## src/rtl/scanner_link_pkg.sv

```systemverilog
// Constants shared by both ends of the scanner serial link.
// The scanner-side transmitter reuses the code values and frame size defined here.
package scanner_link_pkg;

  localparam int DATA_BITS_DEF = 1024;
  localparam int CODE_BITS_DEF = 8;
  localparam int TIMEOUT_DEF   = 4096;

  localparam logic [7:0] CODE_50   = 8'd1;
  localparam logic [7:0] CODE_80   = 8'd2;
  localparam logic [7:0] CODE_90   = 8'd3;
  localparam logic [7:0] CODE_100  = 8'd4;
  localparam logic [7:0] CODE_DATA = 8'd7;

  typedef enum logic [1:0] {
    RX_CODE = 2'd0,
    RX_DATA = 2'd1,
    DRAIN   = 2'd2
  } rx_state_t;

endpackage

```

## src/rtl/link_deserializer.sv

```systemverilog
// Bit-level side of the scanner link: shift register, bit counter, byte strobe
// and the backpressure that keeps a stalled byte from being overwritten.
import scanner_link_pkg::*;

module link_deserializer #(
  parameter int DATA_BITS = DATA_BITS_DEF,
  parameter int CODE_BITS = CODE_BITS_DEF
) (
  input  logic       clk,
  input  logic       rst,
  input  logic       en,
  input  logic       clear,
  input  logic       drop,
  input  logic       data_mode,
  input  logic       transfer_clock,
  input  logic       transfer_data,
  input  logic       out_ready,
  output logic       transfer_ready,
  output logic       accept,
  output logic       code_done,
  output logic       frame_last,
  output logic       bits_pending,
  output logic [7:0] code,
  output logic [7:0] out_byte,
  output logic       out_valid
);

  localparam int CNT_W = $clog2(DATA_BITS + 1);
  localparam logic [CNT_W-1:0] CODE_END  = CNT_W'(CODE_BITS);
  localparam logic [CNT_W-1:0] FRAME_END = CNT_W'(DATA_BITS);

  logic [7:0]       shreg;
  logic [7:0]       shreg_nxt;
  logic [CNT_W-1:0] bit_cnt;
  logic [CNT_W-1:0] cnt_nxt;
  logic             byte_done;

  // Ready is also held low while the link is disabled, so nothing is taken then.
  assign transfer_ready = en && !(out_valid && !out_ready);
  assign accept         = transfer_ready && transfer_clock;
  assign shreg_nxt      = {shreg[6:0], transfer_data};
  assign cnt_nxt        = bit_cnt + CNT_W'(1);
  assign code_done      = accept && !data_mode && (cnt_nxt == CODE_END);
  assign frame_last     = accept && data_mode && (cnt_nxt == FRAME_END);
  assign byte_done      = accept && data_mode && (cnt_nxt[2:0] == 3'd0);
  assign bits_pending   = (bit_cnt != '0);
  assign code           = shreg_nxt;

  always_ff @(posedge clk) begin
    if (rst) begin
      shreg   <= '0;
      bit_cnt <= '0;
    end else if (clear) begin
      bit_cnt <= '0;
    end else if (accept) begin
      shreg   <= shreg_nxt;
      bit_cnt <= (code_done || frame_last) ? '0 : cnt_nxt;
    end
  end

  always_ff @(posedge clk) begin
    if (rst) begin
      out_byte  <= '0;
      out_valid <= 1'b0;
    end else if (drop) begin
      out_valid <= 1'b0;
    end else if (byte_done) begin
      out_byte  <= shreg_nxt;
      out_valid <= 1'b1;
    end else if (out_ready) begin
      out_valid <= 1'b0;
    end
  end

endmodule

```

## src/rtl/scanner_link_receiver.sv

```systemverilog
// Gondola-side scanner link receiver: code/frame FSM, permit and flush handshakes
// toward the scanner, and the inactivity timeout.
import scanner_link_pkg::*;

module scanner_link_receiver #(
  parameter int DATA_BITS = DATA_BITS_DEF,
  parameter int CODE_BITS = CODE_BITS_DEF,
  parameter int TIMEOUT   = TIMEOUT_DEF
) (
  input  logic       clk,
  input  logic       rst,
  input  logic       transfer_data,
  input  logic       transfer_clock,
  output logic       transfer_ready,
  output logic       active,
  output logic       transfer_permit,
  output logic       flush,
  input  logic       link_enable,
  input  logic       host_request,
  input  logic       host_flush,
  output logic [7:0] out_byte,
  output logic       out_valid,
  input  logic       out_ready,
  output logic [2:0] fill_code,
  output logic       status_pulse,
  output logic       frame_done,
  output logic       error,
  output logic [1:0] state
);

  localparam int TMO_W = $clog2(TIMEOUT + 1);
  localparam logic [TMO_W-1:0] TMO_LAST = TMO_W'(TIMEOUT - 1);

  rx_state_t        state_q, state_d;
  logic             permit_armed, armed_d;
  logic             flush_sent, flush_sent_d;
  logic [2:0]       fill_d;
  logic             status_d, error_d, flush_d, frame_done_d;
  logic [TMO_W-1:0] tmo_cnt;
  logic             des_en, accept, code_done, frame_last, bits_pending;
  logic             tmo_run, timeout_hit;
  logic [7:0]       code;

  assign des_en = active && (state_q != DRAIN);

  link_deserializer #(
    .DATA_BITS (DATA_BITS),
    .CODE_BITS (CODE_BITS)
  ) u_des (
    .clk            (clk),
    .rst            (rst),
    .en             (des_en),
    .clear          (!active || timeout_hit),
    .drop           (timeout_hit),
    .data_mode      (state_q == RX_DATA),
    .transfer_clock (transfer_clock),
    .transfer_data  (transfer_data),
    .out_ready      (out_ready),
    .transfer_ready (transfer_ready),
    .accept         (accept),
    .code_done      (code_done),
    .frame_last     (frame_last),
    .bits_pending   (bits_pending),
    .code           (code),
    .out_byte       (out_byte),
    .out_valid      (out_valid)
  );

  // A stalled consumer does not count as scanner silence.
  assign tmo_run     = bits_pending || (state_q == RX_DATA && transfer_ready);
  assign timeout_hit = tmo_run && !accept && (tmo_cnt == TMO_LAST);

  assign transfer_permit = permit_armed && (fill_code >= 3'(CODE_80)) && (state_q == RX_CODE);
  assign state           = state_q;

  always_ff @(posedge clk) begin
    if (rst || !active || accept || !tmo_run || timeout_hit) tmo_cnt <= '0;
    else                                                     tmo_cnt <= tmo_cnt + 1'b1;
  end

  always_comb begin
    state_d      = state_q;
    fill_d       = fill_code;
    armed_d      = permit_armed || host_request;
    flush_sent_d = flush_sent;
    status_d     = 1'b0;
    error_d      = timeout_hit;
    flush_d      = 1'b0;
    frame_done_d = 1'b0;

    if (state_q == RX_CODE && host_flush && !host_request && fill_code == 3'(CODE_100) &&
        !permit_armed && !flush_sent) begin
      flush_d      = 1'b1;
      flush_sent_d = 1'b1;
    end

    case (state_q)
      RX_CODE: begin
        if (code_done) begin
          case (code)
            CODE_50, CODE_80, CODE_90, CODE_100: begin
              fill_d       = code[2:0];
              status_d     = 1'b1;
              flush_sent_d = 1'b0;
            end
            CODE_DATA: begin
              state_d = RX_DATA;
              armed_d = 1'b0;
            end
            default: error_d = 1'b1;
          endcase
        end
      end
      RX_DATA: begin
        if (timeout_hit)     state_d = RX_CODE;
        else if (frame_last) state_d = DRAIN;
      end
      DRAIN: begin
        if (out_valid && out_ready) begin
          state_d      = RX_CODE;
          frame_done_d = 1'b1;
          fill_d       = '0;
          flush_sent_d = 1'b0;
        end
      end
      default: state_d = RX_CODE;
    endcase
  end

  always_ff @(posedge clk) begin
    if (rst) begin
      state_q      <= RX_CODE;
      active       <= 1'b0;
      fill_code    <= '0;
      permit_armed <= 1'b0;
      flush_sent   <= 1'b0;
      status_pulse <= 1'b0;
      error        <= 1'b0;
      flush        <= 1'b0;
      frame_done   <= 1'b0;
    end else begin
      state_q      <= state_d;
      active       <= link_enable;
      fill_code    <= fill_d;
      permit_armed <= armed_d;
      flush_sent   <= flush_sent_d;
      status_pulse <= status_d;
      error        <= error_d;
      flush        <= flush_d;
      frame_done   <= frame_done_d;
    end
  end

endmodule

```

## config.mk

```make
export PLATFORM = sky130hd
export DESIGN_NAME = scanner_link_receiver
export DESIGN_NICKNAME = d
export VERILOG_FILES = /design/src/rtl/scanner_link_pkg.sv /design/src/rtl/link_deserializer.sv /design/src/rtl/scanner_link_receiver.sv
export SDC_FILE = /design/constraint.sdc
export NUM_CORES = 1
export LEC_CHECK = 0
export BUFFER_PORTS_ARGS = -buffer_cell sky130_fd_sc_hd__clkbuf_2
export CORE_UTILIZATION = 25
export CTS_CLUSTER_SIZE = 24
export DETAILED_ROUTE_END_ITERATION = 16
export GPL_TIMING_DRIVEN = 0
export PLACE_DENSITY_LB_ADDON = 0.3
export SLEW_MARGIN = 20
export SYNTH_ARGS = -nofsm -noshare
export SYNTH_HDL_FRONTEND = slang
export SYNTH_SLANG_ARGS = --single-unit
```

## constraint.sdc

```tcl
create_clock -name clk -period 4.3 [get_ports clk]
set_input_delay 0.86 -clock clk [delete_from_list [all_inputs] [get_ports clk]]
set_output_delay 0.86 -clock clk [all_outputs]
set_load 0.005 [all_outputs]
```

==> results.py <==
metrics = {
    "cells_and_area": {
        "drive_gt1_share_pct": 15.6,
        "layout.cells.non_filler": 450,
        "design_area_sq_um": 2840,
        "n_antenna_cell": 0,
        "nets": 333,
        "area_growth_pct": 15.4,
    },
    "power_and_ir_drop": {
        "power_mw": 0.780,
        "p_per_area_nw_per_um2": 275,
        "p_leak_nw": 1.01,
        "worst_ir_drop_vdd_v": 0.000119,
    },
    "clock_tree": {
        "cts_buffers": 5,
        "cts-root-buf": "clkbuf_8",
        "clockBufferDepth": 2,
        "clk_transition_reported_paths_ps": 90,
        "insertion_delay_ps": 300,
        "cts_resized": 0,
        "post_cts_buffers": 0,
        "cts_sinks": 52,
        "cts_tree": "done",
        "htreeDepth": 2,
        "postCtsHoldBufs": 0,
    },
    "placement": {
        "place_area_sq_um": 2760,
        "dpl.cell_count": 443,
        "dp_hpwl_microns": 4040,
        "io_buffers": 27,
        "place_congestion": 0.834,
    },
    "die": {
        "core_area_sq_um": 9370,
        "die_y_microns": 101,
        "ios": 29,
        "num_rows": 35,
        "die_x_microns": 101,
        "dieArea_sq_um": 10200,
        "initial_core_util_pct": 26.2,
    },
    "yosys": {
        "syn_area_per_cell_sq_um": 8.57,
        "netlist_instances": 287,
        "synthDistinctLibCells": 46,
        "synth-seq-cells": 52,
        "yosys.area.top_type": "dfxtp_1",
        "netlist_area_sq_um": 2460,
        "syn_nets": 299,
        "synth_edf_count": 0,
        "synthTopCellsByArea": "dfxtp_1, nor2_1, mux2i_1",
        "ys.flop_type": "dfxtp_1",
        "yosys_warnings": 0,
        "ys_seq_area_share_pct": 42.3,
        "synth_top_area_share_pct": 42.3,
        "synthArstFlopShare_pct": 0,
    },
    "timing": {
        "rsz0062_at_grt": "no",
        "slew_headroom_pct": 57.7,
        "fmax_mhz": 380,
        "drv_slew": 0,
        "whs_ps": 423,
        "post-route-period-util_pct": 61.3,
        "fin_crit_ps": 2630,
        "tightest_slew_ps": 619,
        "tns_ps": 0,
        "setup_viol": 0,
        "finalHoldViolCount": 0,
        "skew_ps": 6.12,
    },
    "global_routing": {
        "grt_remaining_overflow": 0,
        "grt_pass1_wl_microns": 9270,
        "grt_max_degree": 16,
        "antenna_found_initial": 0,
        "track_usage_pct": 11.4,
        "grt_pass1_vias": 1922,
    },
    "setup_path": {
        "cp_max_fo": 9,
        "cp-start-kind": "register",
        "worstPathRequired_ps": 4500,
        "path_buf_inv": 1,
        "path_class": "reg2reg",
        "slowest_stage": "dfxtp_1",
        "end_kind": "register",
        "arrival_ps": 2830,
        "crit_path_cell_trace": "ha_1 > clkbuf_1 > xor2_1 > or4_4 > a22oi_4 > nand2_1 > or4_1 > o2111a_1",
        "worst_path_largest_cell_delay_ps": 520,
        "cp_top_family": "simple AND/OR/NAND/NOR gates",
    },
    "flow_run": {
        "cap_violations": 0,
    },
    "status": {
        "status": "finished clean",
    },
    "route": {
        "vias": 2061,
        "firstDrtPassIters": 4,
        "drtAntennaViolNets": 0,
        "via_per_inst": 4.58,
        "drt-initial-drc-count": 98,
        "avgRoutedWirePerCell_microns": 12.1,
        "wl_microns": 5460,
        "drc": 0,
    },
    "min_path": {
        "min_path_type": "reg2reg",
    },
}
-- cell type report --
class | count | area (sq um)
fillers | 1038 | 6530
multi-input cells | 214 | 1310
flip-flops and latches | 52 | 1040
well taps | 129 | 161
repair buffers | 27 | 135
plain buffers | 14 | 80.1
clock buffers | 5 | 68.8
inverters | 7 | 26.3
clock inverters | 2 | 12.5
-- worst register-to-register path, stage by stage, from the launching register on --
cell and delay (ps):
dfxtp_1 520, ha_1 200, clkbuf_1 300, xor2_1 130, or4_4 450, a22oi_4 200, nand2_1 120, or4_1 460
o2111a_1 160
-- sequential cells by signal, summed over array words and instances, names as in the netlist --
signal,flops
active,1
error,1
fill_code,3
flush,1
flush_sent,1
frame_done,1
permit_armed,1
state,2
status_pulse,1
tmo_cnt,13
u_des.bit_cnt,11
u_des.out_byte,8
u_des.out_valid,1
u_des.shreg,7
-- worst paths after layout --
kind,from,endpoint,slack (ps),cells after the start
min,flush_sent,flush,420,1
min reg2reg,flush_sent,flush,420,1
max reg2reg,u_des.bit_cnt[0],state[0],1670,8
max,u_des.bit_cnt[0],state[0],1670,8
-- report_power, final --
group	total, mW	internal [mW]	switching [mW]
registers	0.485	0.483	0.00246
clock network	0.270	0.111	0.160
logic	0.0242	0.00785	0.0164
-- Yosys cell counts, types with 7 or more instances --
cell and number:
nand4_1 7, nor3_1 14, dfxtp_1 52, nand3_1 14
nor2_1 43, inv_1 7, nand2b_1 7, nand2_1 32
xor2_1 10, mux2i_1 12, xnor2_1 13, clkbuf_1 7
a21oi_1 12
-- cell usage in the layout, fill, tap and decap left out, types with 10 or more instances in the layout --
cell type   n
nand3_1    14
nand2_1    32
nor3_1     14
a21oi_1    12
dfxtp_1    52
nor2_1     43
clkbuf_2   27
xnor2_1    13
xor2_1     10
mux2i_1    12
-- routing by layer --
layer | vias to the layer above | track usage (%) | wire, microns
met1 | 972 | 16.0 | 2860
met2 | 28 | 17.7 | 2370
li1 | 1057 | - | -
met5 | - | 0 | 0
met4 | 0 | 2.68 | 34
met3 | 4 | 2.76 | 192
-- metrics by stage --
| stage | worst slack [ps] | util [%] |
|---|---|---|
| global placement | 1490 | 29.4 |
| detailed placement | 1490 | 29.4 |
| finish | 1670 | 30.3 |
| floorplan | 1940 | - |
| CTS | 1670 | 30.3 |
| global route | 1500 | 30.3 |
-- kinds of logic after synthesis --
| logic type | Yosys count | synth area share [%] |
|---|---|---|
| compound gates | 28 | 8.04 |
| xor+xnor | 23 | 8.19 |
| fa+ha+maj | 4 | 2.03 |
| buf+inv | 21 | 4.32 |
| flops | 52 | 42.3 |
| mux | 12 | 4.88 |
| simple gates | 147 | 30.2 |
No activity file was read; power rests on OpenSTA's default activity.
